==> config.mk <==
export PLATFORM = sky130hd
export DESIGN_NAME = ins_mem
export DESIGN_NICKNAME = d
export VERILOG_FILES = /design/src/rtl/ins_mem.sv
export SDC_FILE = /design/constraint.sdc
export NUM_CORES = 1
export LEC_CHECK = 0
export CAP_MARGIN = 25
export CELL_PAD_IN_SITES_DETAIL_PLACEMENT = 1
export CELL_PAD_IN_SITES_GLOBAL_PLACEMENT = 1
export CORE_MARGIN = 4
export CORE_UTILIZATION = 34
export CTS_BUF_LIST = sky130_fd_sc_hd__clkbuf_4 sky130_fd_sc_hd__clkbuf_8
export CTS_CLUSTER_DIAMETER = 120
export CTS_CLUSTER_SIZE = 25
export DETAILED_ROUTE_END_ITERATION = 6
export PLACE_DENSITY = 0.81
export SYNTH_ARGS = -nofsm -noshare
export SYNTH_HDL_FRONTEND = slang
export SYNTH_SLANG_ARGS = --single-unit
export TNS_END_PERCENT = 5
==> constraint.sdc <==
create_clock -name clk -period 9 [get_ports clk]
set_input_delay 2.25 -clock clk [delete_from_list [all_inputs] [get_ports clk]]
set_output_delay 2.25 -clock clk [all_outputs]
set_load 0.01 [all_outputs]
==> src/rtl/ins_mem.sv <==
`default_nettype none
// ============================================================================
// Module   : ins_mem
// Brief    : RISC-V memory-access stage. Runs word loads/stores on a
//            req/ready data-memory port, stalls the pipeline while an
//            access is outstanding and registers the MEM/WB outputs.
// Revision : 1.0 - initial release
// ============================================================================
module ins_mem #(
    parameter int TIMEOUT_CYCLES = 64
) (
    input  logic        clk,
    input  logic        rst,
    input  logic [31:0] ex_pc_plus_4_in,
    input  logic [31:0] ex_alu_result_in,
    input  logic [31:0] ex_read_data2_in,
    input  logic [4:0]  ex_rd_addr_in,
    input  logic        ex_mem_read_in,
    input  logic        ex_mem_write_in,
    input  logic        ex_reg_write_in,
    input  logic        ex_mem_to_reg_in,
    output logic        dmem_req_out,
    output logic        dmem_we_out,
    output logic [31:0] dmem_addr_out,
    output logic [31:0] dmem_wdata_out,
    input  logic        dmem_ready_in,
    input  logic [31:0] dmem_rdata_in,
    output logic        mem_stall_out,
    output logic [31:0] mem_forward_data_out,
    output logic [31:0] wb_pc_plus_4_out,
    output logic [31:0] wb_alu_result_out,
    output logic [31:0] wb_mem_data_out,
    output logic [4:0]  wb_rd_addr_out,
    output logic        wb_reg_write_out,
    output logic        wb_mem_to_reg_out,
    output logic        mem_misaligned_out,
    output logic        mem_timeout_out
);

    localparam logic [1:0] S_IDLE = 2'd0;
    localparam logic [1:0] S_WAIT = 2'd1;
    localparam logic [1:0] S_DONE = 2'd2;

    // Last counter value before the access is abandoned.
    localparam logic [7:0] c_TO_LAST = 8'(TIMEOUT_CYCLES - 1);

    logic [1:0]  r_state;
    logic [1:0]  w_next_state;

    logic [31:0] r_addr;
    logic [31:0] r_wdata;
    logic        r_we;
    logic [7:0]  r_cnt;
    logic        r_abort;
    logic [31:0] r_capt;

    logic [31:0] r_wb_pc4;
    logic [31:0] r_wb_alu;
    logic [31:0] r_wb_mem;
    logic [4:0]  r_wb_rd;
    logic        r_wb_rw;
    logic        r_wb_m2r;
    logic        r_mis;
    logic        r_to;

    logic        w_access;
    logic        w_misaligned;
    logic        w_start;
    logic        w_timeout_hit;

    // A read+write combination is handled as a store (r_we follows write).
    assign w_access      = ex_mem_read_in | ex_mem_write_in;
    assign w_misaligned  = w_access & (ex_alu_result_in[1:0] != 2'b00);
    assign w_start       = w_access & ~w_misaligned;
    assign w_timeout_hit = ~dmem_ready_in & (r_cnt == c_TO_LAST);

    // State register.
    always_ff @(posedge clk or posedge rst) begin
        if (rst) begin
            r_state <= S_IDLE;
        end else begin
            r_state <= w_next_state;
        end
    end

    // Next-state logic.
    always_comb begin
        w_next_state = r_state;
        case (r_state)
            S_IDLE:  if (w_start) w_next_state = S_WAIT;
            S_WAIT:  if (dmem_ready_in || w_timeout_hit) w_next_state = S_DONE;
            S_DONE:  w_next_state = S_IDLE;
            default: w_next_state = S_IDLE;
        endcase
    end

    // Bus request and pipeline stall, decoded from state (drops at once on reset).
    always_comb begin
        dmem_req_out  = 1'b0;
        mem_stall_out = 1'b0;
        case (r_state)
            S_IDLE: mem_stall_out = w_start;
            S_WAIT: begin
                dmem_req_out  = 1'b1;
                mem_stall_out = 1'b1;
            end
            default: begin
                dmem_req_out  = 1'b0;
                mem_stall_out = 1'b0;
            end
        endcase
    end

    // Request latch, wait counter, read-data capture and abort flag.
    always_ff @(posedge clk or posedge rst) begin
        if (rst) begin
            r_addr  <= 32'd0;
            r_wdata <= 32'd0;
            r_we    <= 1'b0;
            r_cnt   <= 8'd0;
            r_abort <= 1'b0;
            r_capt  <= 32'd0;
        end else begin
            case (r_state)
                S_IDLE: begin
                    if (w_start) begin
                        r_addr  <= {ex_alu_result_in[31:2], 2'b00};
                        r_wdata <= ex_read_data2_in;
                        r_we    <= ex_mem_write_in;
                        r_cnt   <= 8'd0;
                        r_abort <= 1'b0;
                    end
                end
                S_WAIT: begin
                    if (dmem_ready_in) begin
                        r_capt <= r_we ? 32'd0 : dmem_rdata_in;
                    end else if (w_timeout_hit) begin
                        r_capt  <= 32'd0;
                        r_abort <= 1'b1;
                    end else begin
                        r_cnt <= r_cnt + 8'd1;
                    end
                end
                S_DONE:  r_abort <= 1'b0;
                default: r_abort <= 1'b0;
            endcase
        end
    end

    // MEM/WB register plus misaligned/timeout pulses; stalled cycles load a bubble.
    always_ff @(posedge clk or posedge rst) begin
        if (rst) begin
            r_wb_pc4 <= 32'd0;
            r_wb_alu <= 32'd0;
            r_wb_mem <= 32'd0;
            r_wb_rd  <= 5'd0;
            r_wb_rw  <= 1'b0;
            r_wb_m2r <= 1'b0;
            r_mis    <= 1'b0;
            r_to     <= 1'b0;
        end else begin
            r_mis <= 1'b0;
            r_to  <= 1'b0;
            case (r_state)
                S_IDLE: begin
                    if (w_start) begin
                        r_wb_rw <= 1'b0;
                    end else begin
                        r_wb_pc4 <= ex_pc_plus_4_in;
                        r_wb_alu <= ex_alu_result_in;
                        r_wb_mem <= 32'd0;
                        r_wb_rd  <= ex_rd_addr_in;
                        r_wb_rw  <= ex_reg_write_in & ~w_misaligned;
                        r_wb_m2r <= ex_mem_to_reg_in;
                        r_mis    <= w_misaligned;
                    end
                end
                S_DONE: begin
                    r_wb_pc4 <= ex_pc_plus_4_in;
                    r_wb_alu <= ex_alu_result_in;
                    r_wb_mem <= r_capt;
                    r_wb_rd  <= ex_rd_addr_in;
                    r_wb_rw  <= ex_reg_write_in & ~r_abort;
                    r_wb_m2r <= ex_mem_to_reg_in;
                    r_to     <= r_abort;
                end
                default: r_wb_rw <= 1'b0;
            endcase
        end
    end

    assign dmem_we_out          = r_we;
    assign dmem_addr_out        = r_addr;
    assign dmem_wdata_out       = r_wdata;
    assign mem_forward_data_out = ex_alu_result_in;
    assign wb_pc_plus_4_out     = r_wb_pc4;
    assign wb_alu_result_out    = r_wb_alu;
    assign wb_mem_data_out      = r_wb_mem;
    assign wb_rd_addr_out       = r_wb_rd;
    assign wb_reg_write_out     = r_wb_rw;
    assign wb_mem_to_reg_out    = r_wb_m2r;
    assign mem_misaligned_out   = r_mis;
    assign mem_timeout_out      = r_to;

endmodule
`default_nettype wire

== Word-level counts from Yosys, hierarchy flattened ==
Index checks and enable logic that the tools add are counted.

* Register bits after elaboration: 211
* Output and inout port bits: 204
* Logic and storage cells: 77

* Add/sub/neg operators: 1
* Equality and inequality tests: 9
* Muxes and demuxes: 31
* Bitwise logic cells: 9
* Reductions and logical operators: 12

{| class="wikitable"
|+ Operators by type and width
! operator !! number
|-
| 32-bit two-way mux || 6
|-
| 32-bit one-hot mux with 2 select lines || 3
|-
| 8-bit two-way mux || 3
|-
| 8-bit one-hot mux with 2 select lines || 1
|-
| 2-bit != test (second input constant) || 6
|-
| 5-bit one-hot mux with 2 select lines || 1
|-
| 1-bit two-way mux || 9
|-
| 8-bit by 1-bit adder with 8-bit output (second input constant) || 1
|-
| 8-bit by 6-bit == test with 1-bit output (second input constant) || 1
|-
| 1-bit one-hot mux with 2 select lines || 4
|-
| 2-bit AND reduction || 4
|-
| 2-bit nonzero test || 4
|-
| 1-bit AND || 5
|-
| 5-bit two-way mux || 1
|-
| 2-bit two-way mux || 2
|-
| 2-bit one-hot mux with 2 select lines || 1
|-
| 4-bit AND reduction || 1
|-
| 1-bit NOT || 3
|-
| 3-bit AND reduction || 1
|-
| 2-bit by 1-bit == test with 1-bit output (second input constant) || 1
|-
| 2-bit == test (second input constant) || 1
|-
| 2-bit logical NOT || 1
|-
| 1-bit logical OR || 1
|-
| 1-bit OR || 1
|}

== Longest topological paths before layout ==
* Depth in word-level cells: 6
* Depth in mapped cells: 7
* Mapped depth without buffers: 6

== Least setup slack after synthesis ==
OpenSTA, ideal clock, no wires.

* Kind: input to output
* Start: in ex_alu_result_in[0]
* End: out mem_stall_out
* Data arrival time: 3.179 ns
* Path slack: 3.571 ns
* Stages: 5
* Buffers on the path: 2
* Path through: nor4_4 > nor2_2 > buf_2 > buf_4 > nor2_1

* Word-level cells in the longest chain between the ends: 5

{| class="wikitable"
|+ RTL lines
! element !! RTL line !! text
|-
| start, declared || 15 || <nowiki>input logic [31:0] ex_alu_result_in,</nowiki>
|-
| 2-bit nonzero test || 73 || <nowiki>assign w_misaligned = w_access & (ex_alu_result_in[1:0] != 2'b00);</nowiki>
|-
| 1-bit AND || 73 ||
|-
| 1-bit NOT || 74 || <nowiki>assign w_start = w_access & ~w_misaligned;</nowiki>
|-
| 1-bit AND || 74 ||
|-
| 1-bit one-hot mux with 2 select lines || 101 || <nowiki>case (r_state)</nowiki>
|-
| end, declared || 28 || <nowiki>output logic mem_stall_out,</nowiki>
|}

No other way between the ends.

== Final worst setup path ==
Ends and elaborated chain as after synthesis.

==> impl_metrics.env <==
export IMPL_synth_area_um2=8248
export IMPL_floorplan_initialDensity_pct=34.83
export IMPL_final_cell_area_um2=11950
export IMPL_via_count_of_the_first_global_routing_pass=6897
export IMPL_cp_slowest_cell="buf_4"
export IMPL_power_leakage_nw=5.328
export IMPL_floorplan_io_pins=344
export IMPL_cp_slowest_stage_delay_ns=0.63
export IMPL_initial_antenna_violation_count=0
export IMPL_ctsLongestPathBuffers=3
export IMPL_syn_inst=677
export IMPL_cap_viol_max_count=0
export IMPL_crit_path_max_fanout=67
export IMPL_rows=56
export IMPL_proportion_of_synthesized_chip_area_in_sequential_cells_pct=64.02
export IMPL_worst_ir_drop_vdd_mv=0.1326
export IMPL_power_density_cell_area_nw_per_um2=203.9
export IMPL_cts_root_buf="clkbuf_8"
export IMPL_cts_setup_buffers=0
export IMPL_crit_path_cell_trace="clkdlybuf4s50_1 > nor4_4 > buf_4 > nor2_4 > nor2_1 > clkdlybuf4s50_1"
export IMPL_1st_pass_router_iterations=4
export IMPL_finalClockSkew_ns=0.02541
export IMPL_worstHoldPathType="flip-flop to flip-flop"
export IMPL_drtAntennaViolNets=0
export IMPL_n_fill_cell=2517
export IMPL_grt_overflow_total=0
export IMPL_yosysTopAreaCell="dfrtp_1"
export IMPL_maxSlewHeadroom_pct=30.84
export IMPL_period_share_pct=73.93
export IMPL_critical_path_most_common_cell="clkdlybuf4s50_1"
export IMPL_yosysUniqueCellTypes=46
export IMPL_synth_top_cells_by_area="dfrtp_1, mux2_2, nand2_1"
export IMPL_design_die_area_um2=26810
export IMPL_fmax_mhz=150.3
export IMPL_dp_hpwl_um=18320
export IMPL_worst_pin_slew_ns=1.037
export IMPL_clkSlewWorstSetupHoldPaths_ns=0.14
export IMPL_final_min_clock_period_ns=6.653
export IMPL_rsz_0062_raised_after_global_routing="no"
export IMPL_slew_violations=0
export IMPL_postSynth_topFlopCell="dfrtp_1"
export IMPL_dieHeight_um=163.8
export IMPL_post_synth_cell_area_avg_um2=12.18
export IMPL_detail_route_wirelength_um=25400
export IMPL_routed_via_count=6258
export IMPL_drc=0
export IMPL_yosysWarningCount=0
export IMPL_synth_largest_type_area_fraction_pct=64.02
export IMPL_cts_num_sinks=211
export IMPL_holdBufCountCts=0
export IMPL_detail_route_vias_per_cell=4.844
export IMPL_gp_congestion=0.7722
export IMPL_final_core_util_pct=50.46
export IMPL_routed_wire_length_per_instance_um=19.66
export IMPL_drt_iter0_drc=314
export IMPL_cts_buffers_inserted=12
export IMPL_async_reset_ff_share_pct=100.0
export IMPL_worst_setup_path_end_kind="output port"
export IMPL_grt_usage_pct=18.21
export IMPL_worst_path_arrival_time_ns=4.40
export IMPL_port_buffer_count=341
export IMPL_total_of_flip_flops_plus_latches_after_synthesis=211
export IMPL_post_route_cells_drive_above_1_share_pct=10.29
export IMPL_postCtsResizedCells=0
export IMPL_timing_worst_setup_path_type="input pin to output port"
export IMPL_core_region_area_um2=23680
export IMPL_wire_length_of_the_first_global_routing_pass_um=39090
export IMPL_clock_insertion_delay_worst_skew_ns=0.51
export IMPL_clock_tree_from_tritoncts="done"
export IMPL_final_hold_violation_count=0
export IMPL_area_growth_syn_to_layout_pct=44.89
export IMPL_grt_max_degree=139
export IMPL_setup_violations_final=0
export IMPL_synth_commonest_cells="dfrtp_1, nand2_1, a22o_1, mux2_2, buf_4"
export IMPL_startpoint_kind_of_the_worst_setup_timing_path="input pin"
export IMPL_htree_levels=1
export IMPL_place_inst=1275
export IMPL_result_of_the_run="completed"
export IMPL_setup_tns_ns=0
export IMPL_required_time_at_the_endpoint_of_the_critical_path_ns=6.75
export IMPL_dpl_cell_area_um2=11700
export IMPL_synth_most_common_cell="dfrtp_1"
export IMPL_finalNonFillerCells=1292
export IMPL_edff_count_synth=0
export IMPL_final_net_count=1113
export IMPL_die_x_um=163.8
==> path summary, 6_finish.rpt <==
check | slack (ns) | start | cells past startpoint | to
worst max register to register | 6.24 | r_state[0]$_DFFE_PP0P_ | 6 | wb_pc_plus_4_out[29]$_DFFE_PP0P_
worst min-delay path | 0.49 | r_capt[2]$_DFFE_PP0P_ | 1 | wb_mem_data_out[2]$_DFFE_PP0P_
min in group asynchronous | 2.13 | rst | 2 | wb_pc_plus_4_out[1]$_DFFE_PP0P_
worst min register to register | 0.49 | r_capt[2]$_DFFE_PP0P_ | 1 | wb_mem_data_out[2]$_DFFE_PP0P_
max in group asynchronous | 6.03 | rst | 4 | dmem_addr_out[30]$_DFFE_PP0P_
worst max-delay path | 2.35 | ex_alu_result_in[0] | 6 | mem_stall_out
==> registers in the layout, summed over array words and instances (netlist names) <==
name,count
dmem_addr_out,30
dmem_wdata_out,32
dmem_we_out,1
mem_misaligned_out,1
mem_timeout_out,1
r_abort,1
r_capt,32
r_cnt,8
r_state,2
wb_alu_result_out,32
wb_mem_data_out,32
wb_mem_to_reg_out,1
wb_pc_plus_4_out,32
wb_rd_addr_out,5
wb_reg_write_out,1
==> metal layers <==
layer,global-route usage (%),vias up,part of all wire (%)
met5,0,-,0
met4,4.766,0,2.5
met3,5.471,42,8.1
met2,32.79,224,52
met1,21.15,3165,38
li1,-,2827,-
==> final cells by class <==
type	count	area (µm²)	area share [%]
Antenna cell	1	2.502	0.02094
Clock buffer	13	178.9	1.497
Clock inverter	1	16.27	0.1361
Inverter	9	41.29	0.3455
Multi-Input combinational cell	388	2511	21.01
Sequential cell	211	5280	44.18
Tap cell	319	399.1	3.340
Timing Repair Buffer	350	3521	29.46
==> stage by stage <==
| stage | hold WS (ns) | power, W | worst slack (ns) |
|---|---|---|---|
| 4_1_cts | 0.4892 | 0.002475 | 2.295 |
| 6_report | 0.4919 | 0.002436 | 2.347 |
| 3_5_place_dp | 0.4628 | 0.002036 | 2.273 |
| 2_1_floorplan | 0.4662 | 0.001581 | 0.9841 |
| 3_3_place_gp | 0.4563 | 0.001997 | 2.319 |
| 5_1_grt | 0.5033 | 0.002582 | 2.184 |
==> cell usage in the layout (no fill, tap or decap), types with 2 or more instances in the layout <==
master	n
nand4_1	2
nand2b_1	2
buf_4	7
nor2_1	5
clkbuf_8	13
nor3_1	3
o31ai_1	2
nand2_1	193
nand3b_1	2
a22o_1	68
buf_16	2
mux2_2	65
dfrtp_1	211
mux2_1	3
and3_1	2
nand3_1	7
a21oi_1	2
o21ai_0	4
o211ai_1	2
inv_1	7
clkdlybuf4s50_1	341
conb_1	2
==> report_power, final <==
| group | leakage [nW] | switching (W) | internal [W] |
|---|---|---|---|
| Clock | 0.101 | 0.000294 | 0.000137 |
| Combinational | 2.58 | 0.000321 | 0.000434 |
| Sequential | 2.64 | 0.000113 | 0.00114 |
==> critical path, delay by kind of cell <==
| kind | cells | cell delay (ns) |
|---|---|---|
| AND/OR/NAND/NOR | 3 | 0.43 |
| buffers and inverters | 3 | 1.71 |
==> cell families (layout without fill, tap and decap cells) <==
logic type / after synthesis / in the layout / synth area share, %
buf+inv: 79 / 373 / 5.749
fa+ha+maj: 1 / 1 / 0.1517
simple gates: 228 / 228 / 11.57
compound gates: 88 / 88 / 9.056
flops: 211 / 211 / 64.02
other cells: 1 / 3 / 0.04547
mux: 69 / 69 / 9.405
(Power assumes the default switching activity.)
